`config.mk`:
```
export PLATFORM = sky130hd
export DESIGN_NAME = spi_cmd_master_flat
export DESIGN_NICKNAME = d
export VERILOG_FILES = /design/src/rtl/spi_cmd_master_pkg.sv /design/src/rtl/spi_cmd_master_if.sv /design/src/rtl/spi_cmd_master_wb_master_port.sv /design/src/rtl/spi_cmd_master.sv /design/src/flat_wrapper.sv
export SDC_FILE = /design/constraint.sdc
export NUM_CORES = 1
export LEC_CHECK = 0
export ABC_AREA = 0
export BUFFER_PORTS_ARGS = -buffer_cell sky130_fd_sc_hd__buf_2
export CELL_PAD_IN_SITES_DETAIL_PLACEMENT = 1
export CELL_PAD_IN_SITES_GLOBAL_PLACEMENT = 2
export CORE_MARGIN = 2
export CORE_UTILIZATION = 34
export CTS_CLUSTER_SIZE = 30
export DETAILED_ROUTE_END_ITERATION = 8
export PLACE_DENSITY = 0.85
export SETUP_SLACK_MARGIN = 0.3
export SLEW_MARGIN = 20
export SYNTH_ARGS = -nofsm -noshare
export SYNTH_HDL_FRONTEND = slang
export SYNTH_SLANG_ARGS = --single-unit
```
`constraint.sdc`:
```
create_clock -name clk -period 6.2 [get_ports clk]
set_input_delay 1.86 -clock clk [delete_from_list [all_inputs] [get_ports clk]]
set_output_delay 1.86 -clock clk [all_outputs]
set_load 0.1 [all_outputs]
```
`src/rtl/spi_cmd_master_pkg.sv`:
```
// spi_cmd_pkg: opcodes and FSM encodings shared by the SPI command master.
package spi_cmd_pkg;
  localparam logic [7:0] CMD_WRITE = 8'h01;
  localparam logic [7:0] CMD_READ  = 8'h02;
  typedef enum logic [2:0] {S_WAIT, S_FETCH, S_PARSE, S_TGT_WR, S_TGT_RD, S_TX_LOAD} state_t;
  typedef enum logic [1:0] {P_CMD, P_ADDR, P_DATA, P_RESP} phase_t;
endpackage

```
`src/rtl/spi_cmd_master_if.sv`:
```
// spi_cmd_master_if: Wishbone master bus bundle shared by the command master and the system bus.
interface spi_cmd_master_if #(
  parameter int ADDR_WIDTH = 32,
  parameter int DATA_WIDTH = 32
);
  logic [ADDR_WIDTH-1:0] wbm_address;
  logic [DATA_WIDTH-1:0] wbm_writedata;
  logic [DATA_WIDTH-1:0] wbm_readdata;
  logic                  wbm_strobe;
  logic                  wbm_cycle;
  logic                  wbm_write;
  logic                  wbm_ack;
  modport master (
    output wbm_address, wbm_writedata, wbm_strobe, wbm_cycle, wbm_write,
    input  wbm_readdata, wbm_ack
  );
  modport slave (
    input  wbm_address, wbm_writedata, wbm_strobe, wbm_cycle, wbm_write,
    output wbm_readdata, wbm_ack
  );
endinterface

```
`src/rtl/spi_cmd_master_wb_master_port.sv`:
```
// wb_master_port: registered WB strobe/ack handshake with ack timeout; relaunch only from an idle cycle.
module wb_master_port #(
  parameter int ADDR_WIDTH  = 32,
  parameter int DATA_WIDTH  = 32,
  parameter int ACK_TIMEOUT = 255
) (
  input  logic                  clk,
  input  logic                  rst,
  input  logic                  req_i,
  input  logic                  we_i,
  input  logic [ADDR_WIDTH-1:0] addr_i,
  input  logic [DATA_WIDTH-1:0] data_i,
  output logic                  done_o,
  output logic                  timeout_o,
  spi_cmd_master_if.master      bus
);
  localparam int TW = $clog2(ACK_TIMEOUT + 1);
  logic                  stb_q, we_q;
  logic [TW-1:0]         cnt_q;
  logic [ADDR_WIDTH-1:0] addr_q;
  logic [DATA_WIDTH-1:0] data_q;
  assign done_o            = stb_q & bus.wbm_ack;
  assign timeout_o         = stb_q & ~bus.wbm_ack & (cnt_q == TW'(ACK_TIMEOUT - 1));
  assign bus.wbm_strobe    = stb_q;
  assign bus.wbm_cycle     = stb_q;
  assign bus.wbm_write     = we_q;
  assign bus.wbm_address   = addr_q;
  assign bus.wbm_writedata = data_q;
  // A launch is only taken while strobe is low, so every transaction is followed by an idle cycle
  always_ff @(posedge clk or posedge rst)
    if (rst) begin
      stb_q  <= 1'b0;
      we_q   <= 1'b0;
      cnt_q  <= '0;
      addr_q <= '0;
      data_q <= '0;
    end else if (!stb_q) begin
      stb_q <= req_i;
      cnt_q <= '0;
      if (req_i) begin
        we_q   <= we_i;
        addr_q <= addr_i;
        data_q <= data_i;
      end
    end else begin
      stb_q <= ~(done_o | timeout_o);
      we_q  <= we_q & ~(done_o | timeout_o);
      cnt_q <= cnt_q + TW'(1);
    end
endmodule

```
`src/rtl/spi_cmd_master.sv`:
```
// spi_cmd_master: fetches SPI bytes from wb_spi, decodes host command frames and runs WB writes/reads.
module spi_cmd_master
  import spi_cmd_pkg::*;
#(
  parameter int                    ADDR_WIDTH  = 32,
  parameter int                    DATA_WIDTH  = 32,
  parameter logic [ADDR_WIDTH-1:0] SPI_BASE    = '0,
  parameter int                    ADDR_BYTES  = 2,
  parameter int                    DATA_BYTES  = 4,
  parameter int                    ACK_TIMEOUT = 255
) (
  input  logic             clk,
  input  logic             rst,
  input  logic             spi_done_i,
  input  logic             ss_i,
  output logic             busy_o,
  output logic             frame_done_o,
  output logic             cmd_error_o,
  output logic             overrun_o,
  spi_cmd_master_if.master bus
);
  localparam int CW  = $clog2((ADDR_BYTES > DATA_BYTES ? ADDR_BYTES : DATA_BYTES) + 1);
  localparam int AW8 = ADDR_BYTES * 8;
  localparam int DW8 = DATA_BYTES * 8;
  state_t                state_q, state_d;
  phase_t                phase_q, phase_d;
  logic [CW-1:0]         cnt_q, cnt_d, tx_cnt_q, tx_cnt_d;
  logic [AW8-1:0]        addr_q, addr_d;
  logic [DW8-1:0]        data_q, data_d, tx_q, tx_d;
  logic [7:0]            rx_q, rx_d;
  logic [1:0]            ss_q;
  logic                  rd_q, rd_d, pend_q, pend_d, ovr_q, ovr_d, dis_q, dis_d;
  logic                  fd_q, fd_d, err_q, err_d;
  logic                  req, we, done, tmo, ss_s, cons, ovr_ev, abort, disc;
  logic [ADDR_WIDTH-1:0] wa;
  logic [DATA_WIDTH-1:0] wd;
  assign ss_s   = ss_q[1];
  assign cons   = (state_q == S_WAIT) & pend_q;
  assign ovr_ev = spi_done_i & pend_q & ~cons & ~ss_s;
  assign abort  = ss_s | ovr_ev;
  // A transaction still in flight after an abort runs to completion but its result is dropped
  assign disc   = dis_q | abort;
  assign busy_o       = (phase_q != P_CMD) | (state_q != S_WAIT);
  assign frame_done_o = fd_q;
  assign cmd_error_o  = err_q;
  assign overrun_o    = ovr_q;
  wb_master_port #(.ADDR_WIDTH(ADDR_WIDTH), .DATA_WIDTH(DATA_WIDTH), .ACK_TIMEOUT(ACK_TIMEOUT)) u_port (
    .clk, .rst, .req_i(req), .we_i(we), .addr_i(wa), .data_i(wd), .done_o(done), .timeout_o(tmo), .bus(bus)
  );
  always_comb begin
    state_d  = state_q;
    phase_d  = abort ? P_CMD : phase_q;
    cnt_d    = abort ? '0 : cnt_q;
    tx_cnt_d = abort ? '0 : tx_cnt_q;
    addr_d   = addr_q;
    data_d   = data_q;
    tx_d     = tx_q;
    rx_d     = rx_q;
    rd_d     = rd_q;
    pend_d   = ~ss_s & (spi_done_i | (pend_q & ~cons));
    ovr_d    = ovr_q | ovr_ev;
    dis_d    = disc;
    fd_d     = 1'b0;
    err_d    = 1'b0;
    req      = 1'b0;
    we       = 1'b0;
    wa       = SPI_BASE;
    wd       = '0;
    case (state_q)
      S_WAIT: if (pend_q && !ss_s) begin
        fd_d    = (phase_q == P_RESP) && (tx_cnt_q == '0);
        phase_d = fd_d ? P_CMD : phase_q;
        state_d = phase_q != P_RESP ? S_FETCH : (fd_d ? S_WAIT : S_TX_LOAD);
      end
      S_FETCH: begin
        req = 1'b1;
        if (done) begin
          rx_d    = bus.wbm_readdata[7:0];
          state_d = disc ? S_WAIT : S_PARSE;
        end
      end
      S_PARSE: begin
        state_d = S_WAIT;
        if (!disc)
          case (phase_q)
            P_CMD: begin
              phase_d = (rx_q == CMD_WRITE || rx_q == CMD_READ) ? P_ADDR : P_CMD;
              err_d   = rx_q != CMD_WRITE && rx_q != CMD_READ;
              rd_d    = rx_q == CMD_READ;
              cnt_d   = '0;
            end
            P_ADDR: begin
              addr_d = (addr_q << 8) | AW8'(rx_q);
              cnt_d  = cnt_q + CW'(1);
              if (cnt_q == CW'(ADDR_BYTES - 1)) begin
                cnt_d   = '0;
                phase_d = rd_q ? P_ADDR : P_DATA;
                state_d = rd_q ? S_TGT_RD : S_WAIT;
              end
            end
            P_DATA: begin
              data_d  = (data_q << 8) | DW8'(rx_q);
              cnt_d   = cnt_q == CW'(DATA_BYTES - 1) ? '0 : cnt_q + CW'(1);
              state_d = cnt_q == CW'(DATA_BYTES - 1) ? S_TGT_WR : S_WAIT;
            end
            default: ;
          endcase
      end
      S_TGT_WR: begin
        req = 1'b1;
        we  = 1'b1;
        wa  = ADDR_WIDTH'(addr_q);
        wd  = DATA_WIDTH'(data_q);
        if (done) begin
          state_d = S_WAIT;
          fd_d    = ~disc;
          phase_d = P_CMD;
        end
      end
      S_TGT_RD: begin
        req = 1'b1;
        wa  = ADDR_WIDTH'(addr_q);
        if (done) begin
          state_d  = disc ? S_WAIT : S_TX_LOAD;
          phase_d  = disc ? P_CMD : P_RESP;
          tx_d     = bus.wbm_readdata[DW8-1:0];
          tx_cnt_d = disc ? '0 : CW'(DATA_BYTES);
        end
      end
      S_TX_LOAD: begin
        req = 1'b1;
        we  = 1'b1;
        wd  = DATA_WIDTH'(tx_q[DW8-1 -: 8]);
        if (done) begin
          state_d  = S_WAIT;
          tx_d     = tx_q << 8;
          tx_cnt_d = disc ? '0 : tx_cnt_q - CW'(1);
        end
      end
      default: state_d = S_WAIT;
    endcase
    if (tmo) begin
      state_d = S_WAIT;
      phase_d = P_CMD;
      err_d   = 1'b1;
    end
    if (state_d == S_WAIT) dis_d = 1'b0;
  end
  always_ff @(posedge clk or posedge rst)
    if (rst) begin
      state_q  <= S_WAIT;
      phase_q  <= P_CMD;
      cnt_q    <= '0;
      tx_cnt_q <= '0;
      addr_q   <= '0;
      data_q   <= '0;
      tx_q     <= '0;
      rx_q     <= '0;
      rd_q     <= 1'b0;
      pend_q   <= 1'b0;
      ovr_q    <= 1'b0;
      dis_q    <= 1'b0;
      fd_q     <= 1'b0;
      err_q    <= 1'b0;
      ss_q     <= 2'b11;
    end else begin
      state_q  <= state_d;
      phase_q  <= phase_d;
      cnt_q    <= cnt_d;
      tx_cnt_q <= tx_cnt_d;
      addr_q   <= addr_d;
      data_q   <= data_d;
      tx_q     <= tx_d;
      rx_q     <= rx_d;
      rd_q     <= rd_d;
      pend_q   <= pend_d;
      ovr_q    <= ovr_d;
      dis_q    <= dis_d;
      fd_q     <= fd_d;
      err_q    <= err_d;
      ss_q     <= {ss_q[0], ss_i};
    end
endmodule

```
`src/flat_wrapper.sv`:
```
// flat-port wrapper written by rule: the top's interface ports become plain ports
module spi_cmd_master_flat import spi_cmd_pkg::*;
#(
  parameter int                    ADDR_WIDTH  = 32,
  parameter int                    DATA_WIDTH  = 32,
  parameter logic [ADDR_WIDTH-1:0] SPI_BASE    = '0,
  parameter int                    ADDR_BYTES  = 2,
  parameter int                    DATA_BYTES  = 4,
  parameter int                    ACK_TIMEOUT = 255
)
  (clk, rst, spi_done_i, ss_i, busy_o, frame_done_o, cmd_error_o, overrun_o, bus_wbm_address, bus_wbm_writedata, bus_wbm_strobe, bus_wbm_cycle, bus_wbm_write, bus_wbm_readdata, bus_wbm_ack);
  spi_cmd_master_if #(.ADDR_WIDTH(ADDR_WIDTH), .DATA_WIDTH(DATA_WIDTH)) bus_i ();
  input  logic clk;
  input  logic rst;
  input  logic spi_done_i;
  input  logic ss_i;
  output logic busy_o;
  output logic frame_done_o;
  output logic cmd_error_o;
  output logic overrun_o;
  output wire logic [$bits(bus_i.wbm_address)-1:0] bus_wbm_address;
  output wire logic [$bits(bus_i.wbm_writedata)-1:0] bus_wbm_writedata;
  output wire logic [$bits(bus_i.wbm_strobe)-1:0] bus_wbm_strobe;
  output wire logic [$bits(bus_i.wbm_cycle)-1:0] bus_wbm_cycle;
  output wire logic [$bits(bus_i.wbm_write)-1:0] bus_wbm_write;
  input wire logic [$bits(bus_i.wbm_readdata)-1:0] bus_wbm_readdata;
  input wire logic [$bits(bus_i.wbm_ack)-1:0] bus_wbm_ack;
  assign bus_wbm_address = bus_i.wbm_address;
  assign bus_wbm_writedata = bus_i.wbm_writedata;
  assign bus_wbm_strobe = bus_i.wbm_strobe;
  assign bus_wbm_cycle = bus_i.wbm_cycle;
  assign bus_wbm_write = bus_i.wbm_write;
  assign bus_i.wbm_readdata = bus_wbm_readdata;
  assign bus_i.wbm_ack = bus_wbm_ack;
  spi_cmd_master #(.ADDR_WIDTH(ADDR_WIDTH), .DATA_WIDTH(DATA_WIDTH), .SPI_BASE(SPI_BASE), .ADDR_BYTES(ADDR_BYTES), .DATA_BYTES(DATA_BYTES), .ACK_TIMEOUT(ACK_TIMEOUT)) u_core (.clk(clk), .rst(rst), .spi_done_i(spi_done_i), .ss_i(ss_i), .busy_o(busy_o), .frame_done_o(frame_done_o), .cmd_error_o(cmd_error_o), .overrun_o(overrun_o), .bus(bus_i));
endmodule
```
## Yosys cells after proc, flatten, opt, wreduce, memory -nomap -nowiden

Index checks and enable logic that the tools add are counted.

- Register bits: 181
- Bits in latches: 0
- RAM bits: 0
- ROM bits: 0
- Input bits: 37
- Output and inout port bits: 71
- Memories: 0

- Add/subtract/negate cells: 3
- Multiply operators: 0
- Divide/modulo/power cells: 0
- Order comparisons: 0
- Equal/unequal tests: 19
- Shift operators: 0
- Muxes and demuxes: 59
- Bitwise gates (word level): 24
- Reduce and logical (&&, ||, !) cells: 22

Operator list:

| cell | count |
|---|---|
| 32-bit one-hot mux with 2 select lines | 2 |
| 32-bit two-way mux | 2 |
| 3-bit two-way mux | 21 |
| 32-bit by 8-bit OR with 32-bit output | 1 |
| 2-bit two-way mux | 12 |
| 16-bit two-way mux | 1 |
| 16-bit by 8-bit OR with 16-bit output | 1 |
| 3-bit one-hot mux with 5 select lines | 1 |
| 1-bit two-way mux | 13 |
| 3-bit one-hot mux with 2 select lines | 2 |
| 3-bit AND reduction | 4 |
| 1-bit AND | 10 |
| 3-bit by 2-bit equality test with 1-bit output, second input constant | 3 |
| 3-bit logical NOT | 3 |
| 3-bit one-hot mux with 3 select lines | 1 |
| 8-bit by 1-bit adder with 8-bit output, second input constant | 1 |
| 8-bit by 1-bit equality test with 1-bit output, second input constant | 1 |
| 8-bit by 2-bit equality test with 1-bit output, second input constant | 1 |
| 8-bit equality test, second input constant | 1 |
| 8-bit two-way mux | 1 |
| 8-bit by 1-bit inequality test with 1-bit output, second input constant | 1 |
| 8-bit by 2-bit inequality test with 1-bit output, second input constant | 1 |
| 2-bit one-hot mux with 4 select lines | 1 |
| 3-bit by 1-bit equality test with 1-bit output, second input constant | 2 |
| 20 further kinds | 40 |

## Logic depth before layout (Yosys ltp)

- Word-level depth: 13
- Depth in mapped cells: 8
- Depth with buffers taken out: 8

## Hierarchy

From an unflattened synthesis, not the netlist that was laid out.

- Cell total of the unflattened synthesis: 626
- Area total of the unflattened synthesis: 8267.9 µm²

Modules (own cells, without submodules):

| module | times used | cells an instance | area each (µm²) | sequential area each (µm²) |
|---|---|---|---|---|
| spi_cmd_master | 1 | 442 | 5157.4 | 2680.1 |
| wb_master_port | 1 | 184 | 3110.5 | 1851.8 |

## Worst setup path after synthesis

OpenSTA, ideal clock, no wires.

- Kind: register to output
- From: reg u_core.state_q[1]
- To: out busy_o
- Arrival: 1.391 ns
- Path slack: 2.949 ns
- Cell stages (with the launch flop): 4
- Path buffers: 1
- Path through: dfrtp_1 > buf_4 > nor3_2 > nand2_1

- Word-level cells in the longest chain between the ends: 2

RTL lines:

| element | line | text |
|---|---|---|
| start, declared | spi_cmd_master.sv:25 | `state_t state_q, state_d;` |
| start signal, assigned | spi_cmd_master.sv:167 | `state_q <= state_d;` |
| 3-bit nonzero test | spi_cmd_master.sv:43 | `assign busy_o = (phase_q != P_CMD) \| (state_q != S_WAIT);` |
| 1-bit OR | spi_cmd_master.sv:43 |  |
| end, declared | flat_wrapper.sv:17 | `output logic busy_o;` |

No other way between the ends.

## Worst setup path after layout

- From: reg u_core.state_q[0]
- To: out busy_o

Same word-level chain as after synthesis.

==> results.md <==
- The flow ran to the end, and the final reports show no timing, DRC or antenna violations.
- The worst hold path terminates at u_core.ss_q[1].
- The number of setup buffers added after CTS is 0.
- The worst hold margin is between 300 and 400 ps.
- The clock network burns a little under two fifths of the power.
- The synthesized design devotes to its leading area cell type a little under three fifths of total area.
- In this run the deepest clock path goes through 2 buffers.
- The share of synthesized registers carrying an async set or reset is 100.0%.
- Once layout is complete, the cells apart from fillers number 992.
- In the synthesized netlist the dominant register cell turns out to be dfrtp_1.
- The Yosys step of the flow raised 0 warnings.
- The number of buffers added by the clock tree synthesis step is 17.
- Of the total synthesized cell area, the portion taken by AND, OR, NAND and NOR gates is 11.38%.
- The critical path data arrival time is 2150 ps.
- The first global-routing pass estimated roughly 27 mm of wire.
- The cell count after synthesis came out at roughly 630.
- The synthesized cell area is 7224 um2.
- In the synthesized netlist, mux cells make up approximately an eighth of the area.
- The initial utilization of the core area, before any placement, comes to around a third.
- The setup slack of the most critical reg-to-reg path is roughly 3400 ps.
- The number of violations reported at the end of detailed-routing iteration 0 is about 230.
- In this run the critical register-to-register path is launched from u_core.state_q[0].
- The net count of the finished layout is around 750.
- The total of cells resized after clock tree synthesis is 0.
- The instance count along the most critical hold path is 0.
- The largest net degree at the start of global routing is 166.
- The CTS root buffer is clkbuf_16.
- For the worst setup path, the data required time is 4340 ps.
- The number of antenna violations at the first check in global routing is 0.
- Detailed routing placed a total of around 440 um of wire on met3.
- Before antenna repair, the detailed router went through 4 iterations.
- In this run switching power makes up between 30% and 40% of total power.
- The filler cells instantiated in the layout total 2358.
- The count of buffers added on input and output ports is 91.
- The highest metal layer used by the detailed router is met4.
- The final layout contains routed wiring with a total length of ~17 mm.
- The average instance in the mapped netlist occupies approximately 12 um2.
- The terminus of the critical flop-to-flop path is u_core.u_port.bus.wbm_address[5].
- The number of standard-cell rows in the floorplan is 53.
- The sort of element at the start of the critical path is a flip-flop.
- The internal portion of total power is between 1500 and 2000 uW.
- Power spread over the standard cell area amounts to roughly 350 nW/um2.
- The clock skew is between 9 and 10 ps.
- The horizontal die dimension is between 100 and 150 um.
- The proportion of power drawn by combinational gates is approximately 18%.
- The number of hold buffers added after cts is 0.
- The area growth from synthesis to layout is 17.39%.
- The clock period minus worst slack is 4006 ps.
- By area the synthesized netlist is led by dfrtp_1 (56%), mux2_2 (5.6%), nand2_1 (4.9%), o21ai_0 (4.4%), mux2i_1 (3.3%).
- Clock-pin slew was measured on the worst setup and hold paths at ~60 ps.
- The routed length per placed instance is around 17 um.
- The sum of net half-perimeters after detailed placement is around 11 mm.
- Summing all placed instances gives a cell area of slightly below 8000 um2.
- The reported leakage power is a little over 0.004 uW.
- Global routing consumed, over all layers together, about 16% of the routing resources.
- The weighted congestion reported at the end of routability-driven placement is about 0.88.
- After detailed routing, the wire length on met1 is slightly above 8 mm.
- The power spent charging and discharging nets is roughly 960 uW.
- The maximum level of the CTS H-tree is 4.
- Setup repair after global routing left no endpoint under its margin.
- Along the worst path, the maximum fanout reaches 36.
- The type of destination of the critical path is an output port.
- After routing, the total negative slack on setup checks comes to 0 ps.
- The number of failing setup endpoints in the final timing report is 0.
- The synthesized netlist devotes about an eighth of its cell area to compound gates.
- Yosys mapped a number of flops with a built-in enable equal to 0.
- The maximum achievable frequency is ~250 MHz.
- The core utilization of the finished layout is 40.47%.
- The placeable core area is ~21000 um2.
- The launch instance of the worst min-delay path is u_core.ss_q[0].
- The routed wire length on met2 is just under 8 mm.
- The via count of the first global-routing pass is roughly 5.0k.
- The fraction of layout instances using a drive strength above 1 is about a quarter.
- The floorplan step defined a die boundary enclosing between 20000 and 25000 um2.
- The worst IR drop on VDD is ~220 uV.
- The final count of hold timing violations was 0.
- The max-slew violation total from the final report was 0.
- The number of routed nets with antenna violations is 0.
- The critical path is of the flip-flop to output port type.
- The synthesized-area fraction occupied by adder cells is 2.078%.
- The per-cell via count in the routed design is around 5.
- The share of synthesized area occupied by flip-flops and latches is around 57%.
- By area, the combinational part of the netlist is dominated by multiplexers.
- The TritonCTS clock tree is yes.
- Across the run, the number of max-cap violations was 0.
- Counting instances in the post-synthesis netlist gives the leading cell types as dfrtp_1 (163), nand2_1 (95), o21ai_0 (64), mux2_2 (36), nor2_1 (25).
- The count of distinct cell types in the synthesized netlist is 65.
- The depth of the worst register-to-register path is 6.
- The number of synthesized register bits is roughly 170.
- After routing the design area is between 8000 and 9000 um2.
- The biggest area contributor in the post-synthesis netlist is dfrtp_1.
- The total congestion overflow is 0.
- For the pin with the worst max-slew slack, the measured transition is between 1000 and 1500 ps.
- The post-route clock period utilization is about 65%.
- The via total after detailed routing is between 4k and 5k.
- The path category of the worst min-delay check is flip-flop to flip-flop.
- Headroom to the max-slew limit came out at between 30% and 40%.
- The remaining design rule violation count is 0.
- The vertical die dimension is 149.8 um.
- For this design the top-level I/O count stands at between 100 and 150.
- Among all cell types in the netlist, the one instantiated most often is dfrtp_1.
- The share of total power dissipated in sequential elements is approximately 44%.
- Summing the areas of all xor and xnor instances in the mapped netlist gives less than 1% of the synthesized area.
- After detailed placement, the design holds a cell count of 961.
- The number of sinks on the clock net is around 170.
- The worst-skew pair later-pin latency is 420 ps.
- The final antenna diode count is 0.
-- layout make-up --
class	count	area (um2)	share of cell area (%)
Clock buffer	18	429.2	5.060
Clock inverter	13	196.4	2.316
Inverter	14	56.30	0.6639
Multi-Input combinational cell	413	2831	33.39
Sequential cell	165	4133	48.73
Tap cell	275	344.1	4.057
Timing Repair Buffer	94	490.5	5.783
-- power groups by stage --
stage	Clock, uW	Sequential [uW]	Combinational (uW)
after floorplan	0	1250	466
after global placement	0	1300	524
after detailed placement	0	1300	531
after CTS	1160	1280	532
after global routing	1200	1300	572
final	1120	1280	525
-- critical path, cell delays in order (launching register included) --
cell	delay [ps]
dfrtp_2	1020
nor3_2	140
nand2_1	130
buf_2	430
-- sequential cells by signal, indices dropped and copies added, names as in the netlist --
name / count
u_core.tx_cnt_q: 3
u_core.rd_q: 1
u_core.u_port.cnt_q: 8
u_core.rx_q: 8
u_core.dis_q: 1
u_core.state_q: 3
u_core.u_port.bus.wbm_write: 1
u_core.cnt_q: 3
u_core.data_q: 32
u_core.addr_q: 16
u_core.tx_q: 32
u_core.overrun_o: 1
u_core.u_port.bus.wbm_cycle: 1
u_core.u_port.bus.wbm_writedata: 32
u_core.pend_q: 1
u_core.frame_done_o: 1
u_core.phase_q: 2
u_core.u_port.bus.wbm_address: 16
u_core.ss_q: 2
u_core.cmd_error_o: 1
-- cell families (layout without fill, tap and decap cells) --
group,after synthesis,in the layout
and+or+nand+nor,171,171
buffers and inverters,63,139
AOI/OAI and AO/OA,126,126
adders and majority gates,12,12
muxes,80,80
xor gates and xnor gates,8,8
DFF,165,165
other,1,16
-- cell usage in the layout (no fill, tap or decap), types with 3 or more instances in the layout --
cell	instances
dfrtp_1	162
mux2_1	20
bufinv_16	4
inv_1	12
o21ai_0	64
a21oi_1	6
mux2_2	36
conb_1	16
nor2b_1	3
a22oi_1	8
clkbuf_16	17
a22o_1	24
nor2_1	25
xor2_1	6
ha_1	12
nand3_1	14
nand2b_1	4
nor4_1	3
buf_2	91
clkinvlp_4	4
nand2_1	94
nand2_2	3
nor3_2	3
mux2i_1	24
-- metal layers --
layer | GRT usage (%) | vias up
met2 | 23.90 | 92
met3 | 2.683 | 20
li1 | - | 2314
met5 | 0 | -
met1 | 22.24 | 2425
met4 | 6.132 | 0
-- through the flow --
| stage | setup WS, ps | power (uW) |
|---|---|---|
| after floorplan | 2243 | 1715 |
| after global routing | 2060 | 3066 |
| after detailed placement | 2228 | 1832 |
| after global placement | 2277 | 1823 |
| after CTS | 2143 | 2969 |
| final | 2194 | 2928 |
-- worst max-delay path by stage --
| stage | startpoint | endpoint | slack, ps | depth (start not counted) |
|---|---|---|---|---|
| after floorplan | rst | u_core.addr_q[0] | 2240 | 1 |
| after global placement | spi_done_i | u_core.state_q[1] | 2280 | 5 |
| after detailed placement | spi_done_i | u_core.state_q[1] | 2230 | 5 |
| after CTS | u_core.state_q[0] | busy_o | 2140 | 3 |
| after global routing | u_core.state_q[0] | busy_o | 2060 | 3 |
| final | u_core.state_q[0] | busy_o | 2190 | 3 |
Power figures use the tool's default switching activity.
